## config.mk

```make
export PLATFORM = sky130hd
export DESIGN_NAME = loop_ctrl
export DESIGN_NICKNAME = d
export VERILOG_FILES = /design/src/rtl/loop_ctrl.sv
export SDC_FILE = /design/constraint.sdc
export NUM_CORES = 1
export LEC_CHECK = 0
export BUFFER_PORTS_ARGS = -buffer_cell sky130_fd_sc_hd__buf_2
export CORE_MARGIN = 2
export CORE_UTILIZATION = 55
export DETAILED_ROUTE_END_ITERATION = 12
export PLACE_DENSITY_LB_ADDON = 0.15
export SLEW_MARGIN = 20
export SYNTH_ARGS = -nofsm -noshare
export SYNTH_HDL_FRONTEND = slang
export SYNTH_SLANG_ARGS = --single-unit
```

## constraint.sdc

```tcl
create_clock -name clk -period 3.45 [get_ports clk]
set_clock_uncertainty 0.05 [all_clocks]
set_input_delay 1.035 -clock clk [delete_from_list [all_inputs] [get_ports clk]]
set_output_delay 1.035 -clock clk [all_outputs]
set_load 0.01 [all_outputs]
```

## src/rtl/loop_ctrl.sv

```systemverilog
// Round-robin arbiter sharing one loop engine among N requesters.
// Grants, issues a start pulse, waits for ack or timeout, then pulses done.
module loop_ctrl #(
  parameter int N       = 4,
  parameter int TIMEOUT = 32
) (
  input  logic         clk,
  input  logic         rst,
  input  logic [N-1:0] req,
  output logic [N-1:0] gnt,
  output logic [N-1:0] done,
  output logic         err,
  output logic         busy,
  output logic         eng_start,
  input  logic         eng_ack
);

  localparam int IW = $clog2(N);
  localparam int CW = $clog2(TIMEOUT);
  localparam logic [N-1:0] ONE = N'(1);

  typedef enum logic [1:0] {IDLE, ISSUE, WAIT, RESP} state_t;

  state_t          state;
  logic [IW-1:0]   rr_ptr;
  logic [IW-1:0]   gnt_id;
  logic [IW-1:0]   win;
  logic [CW-1:0]   cnt;
  logic            tmo_q;
  logic            err_q;
  logic            found;

  // First requester at or above rr_ptr, wrapping.
  always_comb begin
    win   = rr_ptr;
    found = 1'b0;
    for (int i = 0; i < N; i++) begin
      int j;
      logic [IW-1:0] idx;
      j = int'(rr_ptr) + i;
      if (j >= N) j = j - N;
      idx = IW'(j);
      if (!found && req[idx]) begin
        win   = idx;
        found = 1'b1;
      end
    end
  end

  assign err = err_q;

  always_ff @(posedge clk) begin
    if (rst) begin
      state     <= IDLE;
      rr_ptr    <= '0;
      gnt_id    <= '0;
      cnt       <= '0;
      tmo_q     <= 1'b0;
      err_q     <= 1'b0;
      gnt       <= '0;
      done      <= '0;
      busy      <= 1'b0;
      eng_start <= 1'b0;
    end else begin
      case (state)
        IDLE: begin
          if (|req) begin
            gnt_id    <= win;
            gnt       <= ONE << win;
            busy      <= 1'b1;
            eng_start <= 1'b1;
            state     <= ISSUE;
          end
        end
        ISSUE: begin
          eng_start <= 1'b0;
          cnt       <= '0;
          tmo_q     <= 1'b0;
          state     <= WAIT;
        end
        WAIT: begin
          // tmo_q registers the terminal count, so ack still wins one cycle after cnt saturates.
          if (eng_ack) begin
            err_q <= 1'b0;
            done  <= gnt;
            state <= RESP;
          end else if (tmo_q) begin
            err_q <= 1'b1;
            done  <= gnt;
            state <= RESP;
          end else if (cnt == CW'(TIMEOUT - 1)) begin
            tmo_q <= 1'b1;
          end else begin
            cnt <= cnt + 1'b1;
          end
        end
        RESP: begin
          done   <= '0;
          err_q  <= 1'b0;
          gnt    <= '0;
          busy   <= 1'b0;
          rr_ptr <= (gnt_id == IW'(N - 1)) ? '0 : gnt_id + 1'b1;
          state  <= IDLE;
        end
        default: state <= IDLE;
      endcase
    end
  end

endmodule

```

# Yosys cells after proc, flatten, opt, wreduce, memory -nomap -nowiden
# Cells that the tools add are included.
[totals]
inputBits = 7
ram_bits = 0
latchBits = 0
register_bits = 23
n_memories = 0
romBits = 0
out_inout_bits = 11
wordCells = 100
[classes]
div_mod_pow = 0
n_reduce_logical = 19
n_bitwise = 0
n_addsub = 9
shift = 1
multipliers = 0
eq_ne = 10
mux = 43
order_cmp = 8
[ops]
columns = ["cell", "count"]
rows = [
  ["2-bit two-way mux", 12],
  ["4-bit case mux with 2 select lines", 2],
  ["5-bit two-way mux", 3],
  ["1-bit two-way mux", 13],
  ["2-bit by 3-bit less-than comparator with 1-bit output, second input constant", 4],
  ["4-bit two-way mux", 3],
  ["2-bit AND reduction", 6],
  ["5-bit case mux with 2 select lines", 1],
  ["3-bit greater-or-equal comparator, second input constant", 3],
  ["1-bit binary-select mux with 2-bit select", 4],
  ["2-bit inequality test, second input constant", 4],
  ["1-bit case mux with 2 select lines", 4],
  ["2-bit case mux with 4 select lines", 1],
  ["2-bit nonzero test", 4],
  ["2-bit by 1-bit subtractor with 2-bit output, second input constant", 4],
  ["2-bit by 2-bit adder with 3-bit output, second input constant", 2],
  ["2-bit equality test, second input constant", 3],
  ["5-bit by 1-bit adder with 5-bit output, second input constant", 1],
  ["5-bit equality test, second input constant", 1],
  ["4-bit AND reduction", 1],
  ["4-bit OR reduction", 1],
  ["1-bit by 2-bit << shifter with 4-bit output, first input constant", 1],
  ["2-bit by 1-bit adder with 3-bit output, second input constant", 1],
  ["2-bit by 3-bit greater-or-equal comparator with 1-bit output, second input constant", 1],
  ["other kinds (6)", 10],
]

# Logic depth before layout (Yosys ltp)
# Gate-level depths: netlist (run 1).
[logic_depth]
depth_word = 17
depth_mapped = 7
depth_no_buf = 7

# Least setup slack after synthesis (run 1)
# No wires, ideal clock.
[synth_timing]
kind = "input to register"
from = "in req[0]"
to = "reg gnt[1]"
arrival_ns = 2.021
setup_time_ns = 0.128
slack_ns = 1.251
required_time_ns = 3.272
cell_stages = 5
n_path_buf = 0
path_cell_list = "nor2b_1 -> or4_4 -> and2_4 -> a32oi_2 -> nor2_1"
[synth_between]
elab_chain_cells = 15
elab_cells_between_ends = 27
classes_between = "1 x eq/ne; 1 x shift; 17 x mux; 8 x reduce/logical"
[synth_rtl]
columns = ["item", "line_no", "source"]
rows = [
  ["start, declared", "9", "input logic [N-1:0] req,"],
  ["1-bit binary-select mux with 2-bit select", "43", "if (!found && req[idx]) begin"],
  ["1-bit two-way mux (implied by the code)", "43", ""],
  ["1-bit two-way mux", "43", ""],
  ["1-bit zero test", "43", ""],
  ["1-bit logical AND", "43", ""],
  ["1-bit two-way mux", "43", ""],
  ["1-bit zero test", "43", ""],
  ["1-bit logical AND", "43", ""],
  ["1-bit two-way mux", "43", ""],
  ["1-bit zero test", "43", ""],
  ["1-bit logical AND", "43", ""],
  ["2-bit two-way mux", "43", ""],
  ["1-bit by 2-bit << shifter with 4-bit output", "69", "gnt <= ONE << win;"],
  ["4-bit two-way mux", "67", "if (|req) begin"],
  ["4-bit case mux with 2 select lines", "65", "case (state)"],
  ["end signal, assigned", "69", ""],
  ["end, declared", "10", "output logic [N-1:0] gnt,"],
]
# Parallel ways exist; a longest one is shown, timed or not. The select of a mux whose other input is x is not followed.
# A chain may end at the register's enable or synchronous reset.

# Worst setup path in the final report (run 1)
# Same ends and word-level chain as after synthesis.

==> impl_metrics.json, run 1 <==
{
  "outcome": "completed",
  "synthesis.area_um2": 1130,
  "multiInputGateArea_um2": 649,
  "cts-root-buf": "clkbuf_4",
  "grt_antenna_before_repair": 0,
  "critical_path_class": "input pin to register",
  "grt_max_degree": 24,
  "cts_buffer_depth": 2,
  "switchingPower_mw": 0.294,
  "finalSetupTns_ns": 0,
  "post-dp-hpwl_um": 1650,
  "gp_congestion": 0.732,
  "cp_cell_sequence": "buf_2, nor4_1, nor3b_1, a32oi_2, nor2_1",
  "rr_worst_depth": 7,
  "ys_ff_latch": 23,
  "track_usage_pct": 21.2,
  "syn_inst": 132,
  "fill_cells": 182,
  "die_h_um": 49.4,
  "reg2reg_setup_slack_ns": 1.48,
  "whs_endpoint": "gnt[2]$_SDFFE_PP0P_",
  "finalCriticalPeriod_ns": 2.12,
  "pwr-share-clk_pct": 16.2,
  "coreArea_um2": 1960,
  "drtPass1Iterations": 2,
  "hp-start": "gnt[2]$_SDFFE_PP0P_",
  "first_iter_violations": 5,
  "cp_slowest_cell": "nor4_1",
  "hold_violations": 0,
  "peakVddDrop_v": 0.000361,
  "post_cts_buffers": 0,
  "rr_startpoint": "state[0]$_SDFFE_PP0P_",
  "overflow": 0,
  "grt_pass1_vias": 949,
  "dpl.cell_count": 173,
  "grt_pass1_wl_um": 3980,
  "p_total_mw": 0.773,
  "post-route-drc-count": 0,
  "syn_to_final_growth_pct": 11.7,
  "power.density_nw_per_um2": 611,
  "synth.avg_cell_area_um2": 8.59,
  "via_per_inst": 5.35,
  "synth_cell_types": 32,
  "diodes": 0,
  "drive_gt1_share_pct": 18.0,
  "via_count": 947,
  "reg2reg_to": "cnt[3]$_SDFFE_PP0P_",
  "arrival_ns": 2.28,
  "tightest_slew_ns": 0.628,
  "port_buffers": 17,
  "tritoncts_num_sinks": 23,
  "required_ns": 3.60,
  "combPwrFrac_pct": 39.8,
  "drv_slew": 0,
  "fin_crit_sh_pct": 61.6,
  "finalNonFillerCells": 177,
  "syn_nets": 146,
  "ys_seq_area_share_pct": 40.6,
  "critPathMaxStageDelay_ns": 0.58,
  "cts.clk_slew.worst_paths_ns": 0.12,
  "leakage_nw": 0.559,
  "start_util_pct": 57.8,
  "setup_viol": 0,
  "place_area_um2": 1240,
  "layout_common_cells": "nor2_1, dfxtp_1, buf_2",
  "cts_htree_levels": 1,
  "worstSkewPairLatency_ns": 0.31,
  "hold_depth": 2,
  "num-nets-final": 165,
  "grt_setup_unrepaired": "no",
  "power_frac_seq_pct": 43.9,
  "final_common_cell": "nor2_1",
  "relSlewSlack_pct": 57.7,
  "postLayoutCellArea_um2": 1270,
  "hold_buffers": 0,
  "drv_cap": 0,
  "wl_per_cell_um": 12.6,
  "fp.dieW_um": 49.4,
  "pin_count": 18,
  "startpoint_type": "input pin",
  "cp_max_fo": 5,
  "end_kind": "register",
  "postRouteAntennaNets": 0,
  "cts.repair.resized": 0,
  "placementRows": 16,
  "regArea_um2": 460,
  "wl_um": 2240,
  "cts_tree": "built",
  "cts_buffers": 3,
  "fmax_mhz": 471,
  "ys_warn_count": 0,
  "hold_path.class": "register to register",
  "swShare_pct": 38.1,
  "design.die.area_um2": 2440,
  "p_int_mw": 0.479
}
## metrics by stage
step | hold WS (ns) | setup WS [ns] | util [%]
floorplan | 0.402 | 1.25 | -
global placement | 0.408 | 1.08 | 63.2
detailed placement | 0.413 | 1.05 | 63.2
CTS | 0.429 | 1.37 | 64.5
global route | 0.453 | 1.17 | 64.5
finish | 0.428 | 1.33 | 64.5
## kinds of logic after synthesis
family	Yosys count	share of synthesized area [%]
fa+ha+maj	7	7.73
compound gates	22	12.3
mux	7	6.18
buf+inv	6	2.10
flops	23	40.6
simple gates	65	29.6
xor+xnor	2	1.55
## sequential cells by signal, indices dropped and copies added, names as in the netlist
| register | flops |
|---|---|
| rr_ptr | 2 |
| tmo_q | 1 |
| err | 1 |
| gnt_id | 2 |
| gnt | 4 |
| state | 2 |
| eng_start | 1 |
| cnt | 5 |
| busy | 1 |
| done | 4 |
## layout make-up
class | count | share of cell area [%]
repair buffers | 17 | 6.72
flip-flops and latches | 23 | 36.4
clock buffers | 4 | 2.08
inverters | 3 | 0.889
well taps | 27 | 2.67
multi-input cells | 103 | 51.3
## synthesized netlist by cell type
library cell / instances / area (um2)
a32oi_2: 1 / 16.3
nor2_1: 26 / 97.6
nor2b_1: 9 / 56.3
o21ai_2: 1 / 8.76
and3b_1: 1 / 8.76
nand2b_1: 3 / 18.8
clkbuf_1: 2 / 7.51
mux2i_1: 7 / 70.1
nand4_1: 1 / 6.26
a32oi_1: 1 / 8.76
o21ai_0: 2 / 10.0
a31oi_1: 1 / 6.26
a21oi_1: 14 / 70.1
and2b_1: 1 / 7.51
nor3b_1: 1 / 7.51
a22oi_1: 1 / 7.51
xor2_1: 2 / 17.5
ha_1: 7 / 87.6
nor3_1: 4 / 20.0
or4_4: 1 / 11.3
nor3b_2: 1 / 12.5
inv_1: 3 / 11.3
dfxtp_1: 23 / 460
nand3b_1: 2 / 15.0
nand2_1: 9 / 33.8
o221a_2: 1 / 11.3
nor4_1: 1 / 6.26
and2b_2: 1 / 8.76
and2_4: 1 / 8.76
and3_1: 1 / 6.26
nand3_1: 2 / 10.0
buf_2: 1 / 5.00
## how the worst max path moves through the flow
stage	startpoint	to	slack, ns
global route	req[0]	busy$_SDFFE_PP0P_	1.17
detailed placement	req[0]	gnt[1]$_SDFFE_PP0P_	1.05
floorplan	req[0]	gnt[1]$_SDFFE_PP0P_	1.25
global placement	req[0]	gnt[1]$_SDFFE_PP0P_	1.08
CTS	req[0]	gnt[1]$_SDFFE_PP0P_	1.37
finish	req[0]	gnt[1]$_SDFFE_PP0P_	1.33
## metal layers
layer | part of all wire [%] | GRT usage [%]
met2 | 51 | 39.0
met5 | 0 | 0
met1 | 46 | 23.9
met3 | 2.4 | 3.07
met4 | 0.98 | 9.72
## power groups by stage
stage / clock (mW) / combinational (mW) / sequential [mW]
CTS: 0.131 / 0.309 / 0.340
detailed placement: 0 / 0.307 / 0.346
floorplan: 0 / 0.225 / 0.350
global placement: 0 / 0.299 / 0.343
finish: 0.126 / 0.308 / 0.340
global route: 0.141 / 0.349 / 0.347
## worst max-delay path: cells and delay by family
family	cells	cell delay, ns
buf+inv	1	0.12
compound gates	1	0.26
simple gates	3	0.86
Power figures use the tool's default switching activity.
==> inputs of run 2 (changes only) <==
Settings changed: CORE_UTILIZATION 55 to 54.
Clock period 3.45 ns to 2.15 ns, I/O delays scaled along.
==> run 2 against run 1 <==
Via count is 4.6% higher. Sequential power is 61% higher. Clock power is 56% higher. Worst setup slack worse by 1.0 ns. Power is 64% higher. Critical path depth is 2 higher. Die area is 1.7% higher. Flip-flop and latch count stayed put.
==> impl_metrics.json, run 2 (synthesis gave the netlist of run 1 again) <==
{
  "gp_congestion": 0.803,
  "track_usage_pct": 21.0,
  "fp.dieW_um": 49.8,
  "critPathMaxStageDelay_ns": 0.38,
  "via_per_inst": 5.51,
  "drv_slew": 0,
  "hold_buffers": 0,
  "start_util_pct": 57.8,
  "reg2reg_setup_slack_ns": 0.28,
  "rr_worst_depth": 7,
  "arrival_ns": 2.07,
  "startpoint_type": "register",
  "die_h_um": 49.8,
  "layout_common_cells": "nor2_1, dfxtp_1, buf_2",
  "whs_endpoint": "gnt[2]$_SDFFE_PP0P_",
  "cts_tree": "built",
  "end_kind": "register",
  "fin_util_pct": 65.8,
  "grt_antenna_before_repair": 0,
  "power.density_nw_per_um2": 983,
  "coreArea_um2": 1960,
  "p_total_mw": 1.27,
  "fin_crit_sh_pct": 86.9,
  "post-route-drc-count": 0,
  "cp.buffers_inverters": 1,
  "setup_viol": 0,
  "hold_path.class": "register to register",
  "port_buffers": 17,
  "largestRegisters": "cnt x5, done x4, gnt x4",
  "relSlewSlack_pct": 70.9,
  "cts_htree_levels": 1,
  "post-dp-hpwl_um": 1760,
  "final_common_cell": "nor2_1",
  "postRouteAntennaNets": 0,
  "leakage_nw": 0.577,
  "finalSetupTns_ns": 0,
  "rr_startpoint": "state[0]$_SDFFE_PP0P_",
  "diodes": 0,
  "syn_to_final_growth_pct": 13.8,
  "peakVddDrop_v": 0.000630,
  "cp_max_fo": 7,
  "largest-register": "cnt",
  "cp_cell_sequence": "inv_1, ha_1, nor3b_2, and2b_1, nand4_1, xor2_1, nor3_1",
  "hp-start": "gnt[2]$_SDFFE_PP0P_",
  "required_ns": 2.35,
  "cts.repair.resized": 0,
  "wl_um": 2350,
  "overflow": 0,
  "cts_buffers": 3,
  "pin_count": 18,
  "grt_pass1_vias": 940,
  "reg2reg_to": "cnt[3]$_SDFFE_PP0P_",
  "drtPass1Iterations": 4,
  "grt_max_degree": 24,
  "fmax_mhz": 535,
  "worstSkewPairLatency_ns": 0.31,
  "cts_buffer_depth": 2,
  "via_count": 991,
  "drive_gt1_share_pct": 20.3,
  "outcome": "completed",
  "placementRows": 16,
  "wl_per_cell_um": 13.0,
  "critical_path_class": "register to register",
  "hold_depth": 2,
  "grt_pass1_wl_um": 3960,
  "grt_setup_unrepaired": "no",
  "cp_slowest_cell": "nor3b_2",
  "critical-path-top-delay-family": "simple AND/OR/NAND/NOR gates",
  "post_cts_buffers": 0,
  "finalCriticalPeriod_ns": 1.87,
  "cts.clk_slew.worst_paths_ns": 0.13,
  "hold_violations": 0,
  "num-nets-final": 168,
  "largest_register_ffs": 5,
  "tritoncts_num_sinks": 23,
  "cts-root-buf": "clkbuf_4",
  "design.die.area_um2": 2480,
  "tightest_slew_ns": 0.436,
  "first_iter_violations": 16,
  "drv_cap": 0
}
## run 2: how the worst max path moves through the flow
stage	from	end	cells past startpoint
3_3_place_gp	req[0]	gnt[1]$_SDFFE_PP0P_	6
6_report	state[0]$_SDFFE_PP0P_	cnt[3]$_SDFFE_PP0P_	7
2_1_floorplan	req[0]	gnt[1]$_SDFFE_PP0P_	5
5_1_grt	state[0]$_SDFFE_PP0P_	cnt[3]$_SDFFE_PP0P_	7
3_5_place_dp	req[0]	gnt[1]$_SDFFE_PP0P_	6
4_1_cts	state[0]$_SDFFE_PP0P_	cnt[3]$_SDFFE_PP0P_	7
## run 2: report_power, final
group	total [mW]	switching [mW]	internal (mW)
clock	0.197	0.127	0.0695
combinational	0.523	0.300	0.224
sequential	0.549	0.0546	0.494
total	1.27	0.481	0.787
## run 2: metrics by stage
| step | setup slack, ns | hold slack [ns] | instance area (um2) | std cells |
|---|---|---|---|---|
| 2_1_floorplan | 0.341 | 0.402 | 1130 | 132 |
| 3_3_place_gp | 0.192 | 0.411 | 1260 | 176 |
| 4_1_cts | 0.249 | 0.430 | 1290 | 180 |
| 5_1_grt | 0.0845 | 0.469 | 1290 | 180 |
| 6_report | 0.282 | 0.429 | 1290 | 180 |
| 3_5_place_dp | 0.152 | 0.412 | 1260 | 176 |
## run 2: layer usage
| layer | routed length [um] | vias up | global-route usage (%) |
|---|---|---|---|
| li1 | - | 493 | - |
| met1 | 984 | 467 | 21.8 |
| met2 | 1240 | 26 | 40.7 |
| met3 | 83 | 5 | 3.64 |
| met4 | 38 | 0 | 8.33 |
| met5 | 0 | - | 0 |
## run 2: cell type report
type / instances / area (um2)
tap: 27 / 33.8
inverter: 3 / 11.3
timing repair buffer: 20 / 108
fill: 187 / 672
clock buffer: 3 / 22.5
clock inverter: 1 / 5.00
sequential: 23 / 460
multi-input combinational: 103 / 649
## run 2: worst min-delay path: cells and delay by family (launching register included)
kind               cells  cell delay [ns]
AOI/OAI and AO/OA      1             0.05
DFF                    1             0.34
and+or+nand+nor        1             0.05
